===== src/rtl/alu_pkg.sv =====
// Shared types and constants for the ALU result stage: op encoding,
// default datapath width, flag bit positions and pipeline register states.
package alu_pkg;

    localparam int unsigned WIDTH_DEFAULT = 64;

    localparam int unsigned FLAG_N = 3;
    localparam int unsigned FLAG_Z = 2;
    localparam int unsigned FLAG_C = 1;
    localparam int unsigned FLAG_V = 0;

    typedef enum logic [2:0] {
        OP_PASSB = 3'b000,
        OP_RSV1  = 3'b001,
        OP_ADD   = 3'b010,
        OP_SUB   = 3'b011,
        OP_AND   = 3'b100,
        OP_OR    = 3'b101,
        OP_XOR   = 3'b110,
        OP_RSV7  = 3'b111
    } alu_op_t;

    typedef enum logic {
        ST_EMPTY = 1'b0,
        ST_FULL  = 1'b1
    } state_t;

    // Reserved encodings produce a zero result and never touch the flags.
    function automatic logic isDefinedOp(input alu_op_t op);
        return (op != OP_RSV1) && (op != OP_RSV7);
    endfunction

endpackage


===== src/rtl/alu_result_stage_flag_calc.sv =====
// Combinational {N,Z,C,V} computation from the selected ALU result.
module flag_calc
    import alu_pkg::*;
#(
    parameter int unsigned WIDTH = WIDTH_DEFAULT
) (
    input  logic [WIDTH-1:0] result,
    input  logic [2:0]       op,
    input  logic             aMsb,
    input  logic             bMsb,
    input  logic             coutAdd,
    input  logic             coutSub,
    output logic [3:0]       flags
);

    logic resMsb;

    always_comb begin
        resMsb = result[WIDTH-1];
        flags = '0;
        flags[FLAG_N] = resMsb;
        flags[FLAG_Z] = (result == '0);
        case (alu_op_t'(op))
            OP_ADD: begin
                flags[FLAG_C] = coutAdd;
                flags[FLAG_V] = (aMsb == bMsb) && (resMsb != aMsb);
            end
            OP_SUB: begin
                flags[FLAG_C] = coutSub;
                flags[FLAG_V] = (aMsb != bMsb) && (resMsb != aMsb);
            end
            default: ;
        endcase
    end

endmodule


===== src/rtl/alu_result_stage.sv =====
// One-entry registered result stage: selects the ALU result, computes flags,
// and holds them behind a valid/ready handshake with full throughput.
module alu_result_stage
    import alu_pkg::*;
#(
    parameter int unsigned WIDTH = WIDTH_DEFAULT
) (
    input  logic             clk,
    input  logic             reset,
    input  logic             in_valid,
    output logic             in_ready,
    input  logic [2:0]       alu_op,
    input  logic             a_msb,
    input  logic             b_msb,
    input  logic [WIDTH-1:0] sum_in,
    input  logic [WIDTH-1:0] diff_in,
    input  logic             cout_add,
    input  logic             cout_sub,
    input  logic [WIDTH-1:0] and_in,
    input  logic [WIDTH-1:0] or_in,
    input  logic [WIDTH-1:0] xor_in,
    input  logic [WIDTH-1:0] b_in,
    input  logic             set_flags,
    input  logic [4:0]       dest_in,
    output logic             out_valid,
    input  logic             out_ready,
    output logic [WIDTH-1:0] result,
    output logic [4:0]       dest_out,
    output logic             zero,
    output logic [3:0]       flags
);

    state_t           state;
    state_t           stateNext;
    logic             outValid;
    logic             inReady;
    logic             loadEn;
    logic             unloadEn;
    logic             flagEn;
    alu_op_t          op;
    logic [WIDTH-1:0] selResult;
    logic [3:0]       calcFlags;

    logic [WIDTH-1:0] resultReg;
    logic [4:0]       destReg;
    logic             zeroReg;
    logic [3:0]       flagsReg;

    always_comb begin
        op = alu_op_t'(alu_op);
        selResult = '0;
        case (op)
            OP_PASSB: selResult = b_in;
            OP_ADD:   selResult = sum_in;
            OP_SUB:   selResult = diff_in;
            OP_AND:   selResult = and_in;
            OP_OR:    selResult = or_in;
            OP_XOR:   selResult = xor_in;
            default:  selResult = '0;
        endcase
    end

    flag_calc #(.WIDTH(WIDTH)) uFlagCalc (
        .result  (selResult),
        .op      (alu_op),
        .aMsb    (a_msb),
        .bMsb    (b_msb),
        .coutAdd (cout_add),
        .coutSub (cout_sub),
        .flags   (calcFlags)
    );

    always_ff @(posedge clk) begin
        if (reset) begin
            state <= ST_EMPTY;
        end else begin
            state <= stateNext;
        end
    end

    // Ready looks through a full register when downstream drains it this cycle.
    always_comb begin
        stateNext = state;
        outValid  = (state == ST_FULL);
        inReady   = !outValid || out_ready;
        loadEn    = in_valid && inReady;
        unloadEn  = outValid && out_ready;
        flagEn    = loadEn && set_flags && isDefinedOp(op);
        case (state)
            ST_EMPTY: if (loadEn) stateNext = ST_FULL;
            ST_FULL:  if (unloadEn && !loadEn) stateNext = ST_EMPTY;
            default:  stateNext = ST_EMPTY;
        endcase
    end

    always_ff @(posedge clk) begin
        if (reset) begin
            resultReg <= '0;
            destReg   <= '0;
            zeroReg   <= 1'b0;
            flagsReg  <= '0;
        end else begin
            if (loadEn) begin
                resultReg <= selResult;
                destReg   <= dest_in;
                zeroReg   <= (selResult == '0);
            end
            if (flagEn) begin
                flagsReg <= calcFlags;
            end
        end
    end

    assign in_ready  = inReady;
    assign out_valid = outValid;
    assign result    = resultReg;
    assign dest_out  = destReg;
    assign zero      = zeroReg;
    assign flags     = flagsReg;

endmodule


===== config.mk =====
export PLATFORM = sky130hd
export DESIGN_NAME = alu_result_stage
export DESIGN_NICKNAME = d
export VERILOG_FILES = /design/src/rtl/alu_pkg.sv /design/src/rtl/alu_result_stage_flag_calc.sv /design/src/rtl/alu_result_stage.sv
export SDC_FILE = /design/constraint.sdc
export NUM_CORES = 1
export LEC_CHECK = 0
export CORE_AREA = 2 2 185 187
export CTS_CLUSTER_SIZE = 40
export DETAILED_ROUTE_END_ITERATION = 6
export DIE_AREA = 0 0 187 189
export HOLD_SLACK_MARGIN = 0.1
export PLACE_DENSITY = 0.5
export SLEW_MARGIN = 20
export SYNTH_ARGS = -nofsm -noshare
export SYNTH_HDL_FRONTEND = slang
export SYNTH_SLANG_ARGS = --single-unit

===== constraint.sdc =====
create_clock -name clk -period 5.25 [get_ports clk]
set_input_delay 0.525 -clock clk [delete_from_list [all_inputs] [get_ports clk]]
set_output_delay 0.525 -clock clk [all_outputs]
set_load 0.01 [all_outputs]

[Word level (Yosys, flattened, before mapping)]
Index checks and enable logic that the tools add are counted.
Storage, ports and cells
  flip-flop bits (word level): 75
  input bits: 401
  output and inout bits: 76
  logic and storage cells: 34
Operators by class
  equal/unequal tests: 10
  mux-type cells: 5
  bitwise logic cells: 1
  reductions and logical operators: 13
Operators with widths (number)
  one-hot mux 64 bit (6 select lines): 1
  zero test 64 bit: 1
  == test 3 bit (second input constant): 3
  logical AND 1 bit: 8
  == test 3 x 2 -> 1 bit (second input constant): 2
  one-hot mux 2 bit (2 select lines): 1
  zero test 3 bit: 1
  inequality test 3 x 1 -> 1 bit (second input constant): 1
  inequality test 3 bit (second input constant): 1
  zero test 1 bit: 2
  2-to-1 mux 1 bit: 2
  inequality test 1 bit: 2
  one-hot mux 1 bit (2 select lines): 1
  == test 1 bit: 1
  logical OR 1 bit: 1
  inverter 1 bit: 1

[Logic depth before layout (Yosys ltp)]
Gate-level depths: netlist of the first run.
  word-level depth: 7
  mapped depth: 11
  depth with buffers taken out: 7

[Hierarchy]
A second synthesis of the first run with hierarchy kept.
Unflattened totals
  cell total of the unflattened synthesis: 797
  area total of the unflattened synthesis: 6276.0 um2
By module, submodules not included
  alu_result_stage: times used 1, cells each 767, area each 6050.8 um2, sequential area each 1501.4 um2
  flag_calc: times used 1, cells each 30, area each 225.2 um2, sequential area each 0.0 um2

[Worst setup path after synthesis of the first run]
No wires, ideal clock.
  kind: input -> register
  start point: in alu_op[1]
  end point: reg flagsReg[2] (netlist: flags[2])
  setup time: 73 ps
  arrival: 2279 ps
  data required time: 5177 ps
  slack: 2898 ps
  cell stages on the path: 8
  path buffers: 1
  cell sequence: buf_2 > or2b_1 > o32ai_1 > a221o_1 > or4_1 > nor4_1 > nand4_1 > o21ai_1
On the way
  word-level cells in the longest chain between the ends: 3
  elaborated cells on any way between the ends: 12
  classes of those cells: eq/ne (7); mux (1); reduce/logical (4)
Ends and longest elaborated chain
  start, declared: RTL line alu_result_stage.sv:12  | input logic [2:0] alu_op,
  == test 3 bit, or another cell as far along: RTL line alu_result_stage.sv:52  | case (op)
  one-hot mux 64 bit (6 select lines) / logical AND 1 bit (equally long branches): RTL line alu_result_stage.sv:52, alu_pkg.sv:30
  zero test 64 bit / logical AND 1 bit (equally long branches): RTL line alu_result_stage_flag_calc.sv:22, alu_result_stage.sv:88
  end signal, assigned: RTL line alu_result_stage.sv:109  | flagsReg <= calcFlags;
  end, declared: RTL line alu_result_stage.sv:47  | logic [3:0] flagsReg;
Parallel ways exist; a longest one is shown, timed or not.
A chain may end at the register's enable or synchronous reset.

[Final worst setup path of the first run]
  start point: in alu_op[0]
  end point: reg flagsReg[2] (netlist: flags[2])
Same word-level chain as after synthesis.

==> results of run 1 <==
==> worst max path at each step <==
stage	from	end	slack (ns)	cells past startpoint
6_report	alu_op[0]	flags[2]	1.67	8
5_1_grt	alu_op[0]	flags[2]	1.43	8
4_1_cts	alu_op[0]	flags[2]	1.59	8
3_5_place_dp	alu_op[0]	flags[2]	1.23	8
3_3_place_gp	alu_op[0]	flags[2]	1.27	8
2_1_floorplan	alu_op[1]	flags[2]	2.90	8
==> power by group through the flow <==
stage          clock network, mW  registers, mW  logic (mW)
3_5_place_dp                   0          0.644       0.867
2_1_floorplan                  0          0.659       0.314
4_1_cts                    0.668          0.632       0.872
5_1_grt                    0.689          0.636       0.916
3_3_place_gp                   0          0.643       0.867
6_report                   0.650          0.631       0.861
==> cell type report <==
type                       count  area [sq um]  area share [%]
inverter                      10          37.5           0.333
clock inverter                 4          48.8           0.432
sequential                    75          1500            13.3
antenna                        1          2.50          0.0222
timing repair buffer         488          4850            43.0
clock buffer                  11           253            2.24
tap                          448           561            4.97
multi-input combinational    570          4030            35.7
==> layout by cell type, fill, tap and decap left out, types with 4 or more instances in the layout <==
cell type,netlist,final
a211oi_1,26,26
a21o_1,11,11
a21oi_1,56,56
a221o_1,27,27
a221oi_1,29,29
a222oi_1,6,6
a22o_1,10,10
a22oi_1,7,7
a31oi_1,4,4
buf_4,8,15
clkbuf_16,0,9
clkdlybuf4s50_1,0,472
dfxtp_1,75,75
inv_1,10,8
mux2_2,39,39
mux2i_1,63,63
mux4_2,6,6
nand2_1,52,51
nand2b_1,5,5
nand3_1,8,8
nand3b_1,8,8
nand4_1,13,13
nor2_1,90,89
nor2b_1,10,7
o211ai_1,4,4
o21ai_0,30,30
o21ai_1,4,4
o21bai_1,5,5
o2bb2ai_1,15,15
o32ai_1,7,7
==> routing by layer <==
layer  vias up  track usage (%)  part of all wire, %
met4         2             5.49                  2.0
met1      3657             24.7                   39
met3        36             5.80                  7.0
met5         -                0                0.017
li1       3649                -                    -
met2       360             42.6                   52
==> registers in the layout, indices dropped and copies added, names as in the netlist <==
name / flops
dest_out: 5
zero: 1
flags: 4
out_valid: 1
result: 64
==> worst register-to-register path: stages, from the launching register on <==
cell and delay [ns]:
dfxtp_1 0.32, nand2b_1 0.15, and2_2 0.49, buf_4 0.58, mux2i_1 0.26, nor2_1 0.05
==> cells by family after synthesis <==
group,synth area share (%)
buffers and inverters,7.79
DFF,25.1
AOI/OAI and AO/OA,31.2
xor gates and xnor gates,0.147
and+or+nand+nor,15.6
muxes,20.2
==> stage by stage <==
stage               power (mW)  utilization (%)  area (sq um)  hold slack [ns]  instances
floorplan                0.973                -          5970            0.476        732
global placement          1.51             33.0         11000            0.442       1591
detailed placement        1.51             33.0         11000            0.450       1591
CTS                       2.17             33.9         11300            0.456       1606
global route              2.24             33.9         11300            0.468       1607
finish                    2.14             33.9         11300            0.454       1607
==> flow_summary_export.csv, run 1 <==
group,metric,value,unit
floorplanning,start_util,17.9,%
yosys,yosysTopAreaCell,"dfxtp_1",
route,vias_per_cell,4.79,
critical_path,r2r_start,"out_valid",
min_path,hold_depth,2,
floorplanning,die_h,189,um
route,drtIter0Drc,364,
yosys,synth_fp_nets,1133,
yosys,synth_top_area_share,25.1,%
yosys,synth_cells,732,
run,maxCapViolCount,0,
critical_path,reg2reg_to,"result[3]",
pwr,p_sw_share,30.9,%
floorplanning,ios,477,
floorplanning,die_area,35300,sq um
critical_path,cpPeakStageDelay,0.82,ns
pwr,ir_drop,0.166,mV
critical_path,worstPathCellList,"buf_4 > inv_2 > nor3_1 > a222oi_1 > nand4_1 > nor4_1 > nand4_1 > o21ai_1",
pwr,p_leak,4.15,nW
yosys,synth_top_cells_by_area,"dfxtp_1 25%, mux2i_1 11%, mux2_2 7.4%",
floorplanning,die_w,187,um
cts,cts_tree,"built",
placed_design,place.gp.congestion,0.849,
finish,num-fill-cells,3513,
yosys,synthFlopType,"dfxtp_1",
cts,cts_resized,0,
grt,grt_max_degree,77,
critical_path,crit_family,"simple AND/OR/NAND/NOR gates",
grt,grt_pass1_wl,57000,um
critical_path,end_kind,"flop",
yosys,yosys_register_bits,75,
grt,grt_overflow_total,0,
pwr,power.switching,0.662,mW
finish,areaGrowthSynthToFinish,88.9,%
grt,grtUsageTotal,22.4,%
sta,rsz0062_at_grt,"no",
critical_path,r2r_slack,3.25,ns
critical_path,crit_type,"primary input to flop",
critical_path,path_max_fanout,71,
floorplanning,coreArea,33300,sq um
placed_design,dp_hpwl,33300,um
route,vias,7704,
pwr,seq_power_share,29.5,%
sta,clock.fmax,0.279,GHz
critical_path,crit_path_start_kind,"primary input",
pwr,combPwrFrac,40.2,%
sta,maxSlewHeadroom,21.3,%
pwr,p_per_area,190,nW/um^2
cts,clock-sinks,75,
yosys,avgSynthCellArea,8.16,sq um
cts,cts-root-buf,"clkbuf_16",
route,drt_first_pass_iters,5,
critical_path,critPathSlowestCell,"a222oi_1",
critical_path,critPathRequiredTime,5.52,ns
yosys,ys_top_cells_by_count,"90 x nor2_1, 75 x dfxtp_1, 63 x mux2i_1",
min_path,hold_start,"result[11]",
yosys,ys_types,52,
critical_path,crit_arrival,3.86,ns
floorplanning,rows,67,
grt,grt_antenna_before_repair,3,
cts,clkTransAtPathRegs,0.06,ns
route,ant_nets,0,
cts,hold_buffers,0,
yosys,netlist_area,5970,sq um
cts,cts_buffers,9,
sta,finalSetupViolCount,0,
sta,clock_skew,0.00791,ns
route,post_drt_wl_per_cell,25.4,um
critical_path,critical_path.most_common_cell,"nand4_1",
sta,layout_setup_ws,1.67,ns
status,status,"finished, final reports clean",
route,drc,0,
sta,tns,0,ns
placed_design,dpl_worst_slack,1.23,ns
min_path,hold_end,"result[11]",
finish,drive_gt1_share,7.69,%
sta,worstMarginPinSlew,1.18,ns
pwr,p_clk_share,30.3,%
sta,finalHoldViolCount,0,
grt,grt_pass1_vias,8034,
yosys,ys_seq_area_share,25.1,%
sta,period_needed,3.58,ns
yosys,yosys_warnings,0,
placed_design,io_buffers,476,
critical_path,worst-path-buf-inv,2,
sta,drv_slew,0,
cts,h-tree-depth,3,
yosys,async_reset_ff_share,0,%
route,wirelength,40900,um
sta,period_share,68.3,%
pwr,p_int,1.48,mW
cts,post_cts_buffers,0,
critical_path,rr_worst_depth,5,
min_path,hold_path_class,"flop to flop",
yosys,synth_most_common_cell,"nor2_1",
cts,clk_latency,0.34,ns
cts,clockBufferDepth,2,
yosys,synth-edff-count,0,
finish,layout.nets,1555,
No activity file was read; power rests on OpenSTA's default activity.
==> run 2, diff against run 1 <==
CORE_AREA = 2 2 187 189   (was 2 2 185 187)
DIE_AREA = 0 0 189 191   (was 0 0 187 189)
PLACE_DENSITY = 0.49   (was 0.5)
clock period = 3.6 ns   (was 5.25 ns; I/O delays follow)
==> run 2 against run 1 <==
Compared with the run above: non-clock buffer count grew 19; register-to-register slack lost 1.4 ns; routed wire length grew 2.8%; worst hold slack lost 0.048 ns; via count grew 1.3%; largest cell class unchanged; largest power group unchanged; highest routed layer is now met4.
==> flow_summary_export.csv, run 2 (synthesis gave the netlist of run 1 again) <==
group,metric,value,unit
critical_path,end_kind,"flop",
cts,clk_latency,0.34,ns
route,drtIter0Drc,438,
sta,finalHoldViolCount,0,
floorplanning,die_area,36100,sq um
floorplanning,die_w,189,um
sta,rsz0062_at_grt,"no",
cts,clkTransAtPathRegs,0.06,ns
pwr,p_total,3.20,mW
grt,grt_overflow_total,0,
placed_design,dp_hpwl,35200,um
sta,worstMarginPinSlew,0.948,ns
route,vias_per_cell,4.77,
route,ant_nets,0,
cts,clock-sinks,75,
grt,grtUsageTotal,22.5,%
status,status,"finished, final reports clean",
cts,cts_tree,"built",
critical_path,critPathRequiredTime,3.87,ns
cts,hold_buffers,0,
pwr,p_leak,4.26,nW
critical_path,crit_path_start_kind,"primary input",
route,vias,7801,
critical_path,crit_arrival,3.18,ns
pwr,p_per_area,279,nW/um^2
sta,maxSlewHeadroom,36.3,%
grt,grt_pass1_vias,8212,
cts,cts_buffers,9,
cts,clockBufferDepth,2,
sta,tns,0,ns
min_path,hold_path_class,"primary input to flop",
placed_design,io_buffers,476,
finish,areaGrowthSynthToFinish,92.5,%
critical_path,crit_type,"primary input to flop",
grt,grt_antenna_before_repair,3,
sta,finalSetupViolCount,0,
finish,largest_reg_flops,64,
sta,clock_skew,0.00806,ns
grt,use_met1,23.5,%
finish,layout.nets,1574,
floorplanning,coreArea,34100,sq um
grt,grt_max_degree,53,
floorplanning,start_util,17.5,%
sta,clock.fmax,0.343,GHz
route,drt_first_pass_iters,5,
route,wirelength,42000,um
grt,grt_pass1_wl,57800,um
floorplanning,rows,68,
finish,mostFrequentLayoutCells,"472 x clkdlybuf4s50_1, 90 x nor2_1, 75 x dfxtp_1",
grt,met3_usage,6.44,%
floorplanning,die_h,191,um
cts,cts-root-buf,"clkbuf_16",
sta,period_needed,2.91,ns
pwr,ir_drop,0.208,mV
cts,post_cts_buffers,0,
run,maxCapViolCount,0,
route,drc,0,
grt,busiest_layer,"met2",
sta,period_share,80.9,%
floorplanning,ios,477,
sta,drv_slew,0,
route,post_drt_wl_per_cell,25.7,um
finish,layout_commonest_cell,"clkdlybuf4s50_1",
cts,h-tree-depth,3,
cts,cts_resized,0,
placed_design,place.gp.congestion,0.871,
grt,grt_util_met2,43.3,%
finish,drive_gt1_share,9.00,%
critical_path,path_max_fanout,46,
[run 2: cell types whose count changed in the layout (fill, tap and decap cells not counted), moves of 2 or more]
| cell | before | now |
|---|---|---|
| clkinvlp_4 | 0 | 2 |
| clkbuf_8 | 2 | 0 |
| buf_4 | 15 | 30 |
| diode_2 | 1 | 4 |
| buf_12 | 0 | 4 |
[run 2: per-stage QoR]
| stage | worst slack (ns) | util, % | hold WS, ns | area, sq um | instances |
|---|---|---|---|---|---|
| after global routing | 0.554 | 33.7 | 0.426 | 11500 | 1635 |
| final | 0.688 | 33.7 | 0.406 | 11500 | 1637 |
| after global placement | 0.306 | 32.7 | 0.444 | 11200 | 1617 |
| after detailed placement | 0.297 | 32.7 | 0.449 | 11200 | 1617 |
| after CTS | 0.660 | 33.7 | 0.399 | 11500 | 1633 |
| after floorplan | 1.41 | - | 0.476 | 5970 | 732 |
[run 2: path summary, 6_finish.rpt]
check | to | slack, ns | start | depth (start not counted)
worst max register to register | result[17] | 1.90 | out_valid | 6
worst min-delay path | result[36] | 0.41 | reset | 2
worst min register to register | result[15] | 0.45 | result[15] | 2
worst max-delay path | zero | 0.69 | alu_op[2] | 9
[run 2: critical path: stages]
cell and delay [ns]:
buf_6 0.40, buf_12 0.31, mux2_2 0.37, a222oi_1 0.53
buf_4 0.24, nand4_1 0.08, nor3_1 0.49, nand4_1 0.20
o21ai_1 0.14
[run 2: layer usage]
| layer | vias to the layer above | routed length [um] |
|---|---|---|
| met2 | 398 | 22000 |
| met5 | - | 0 |
| met4 | 0 | 1150 |
| met3 | 47 | 3460 |
| li1 | 3692 | - |
| met1 | 3664 | 15500 |
[run 2: area by class of cell]
class                      instances  area, sq um
antenna                            4         10.0
clock buffer                      10          229
clock inverter                     6         88.8
fill                            3571        22600
inverter                          10         37.5
multi-input combinational        570         4020
sequential                        75         1500
tap                              455          569
timing repair buffer             507         5040
[run 2: where the power goes]
group	total (mW)	internal (mW)	leakage (nW)	switching [mW]
Combinational	1.29	0.720	3.50	0.565
Clock	1.00	0.609	0.149	0.391
Sequential	0.919	0.888	0.617	0.0306
Total	3.20	2.22	4.26	0.987
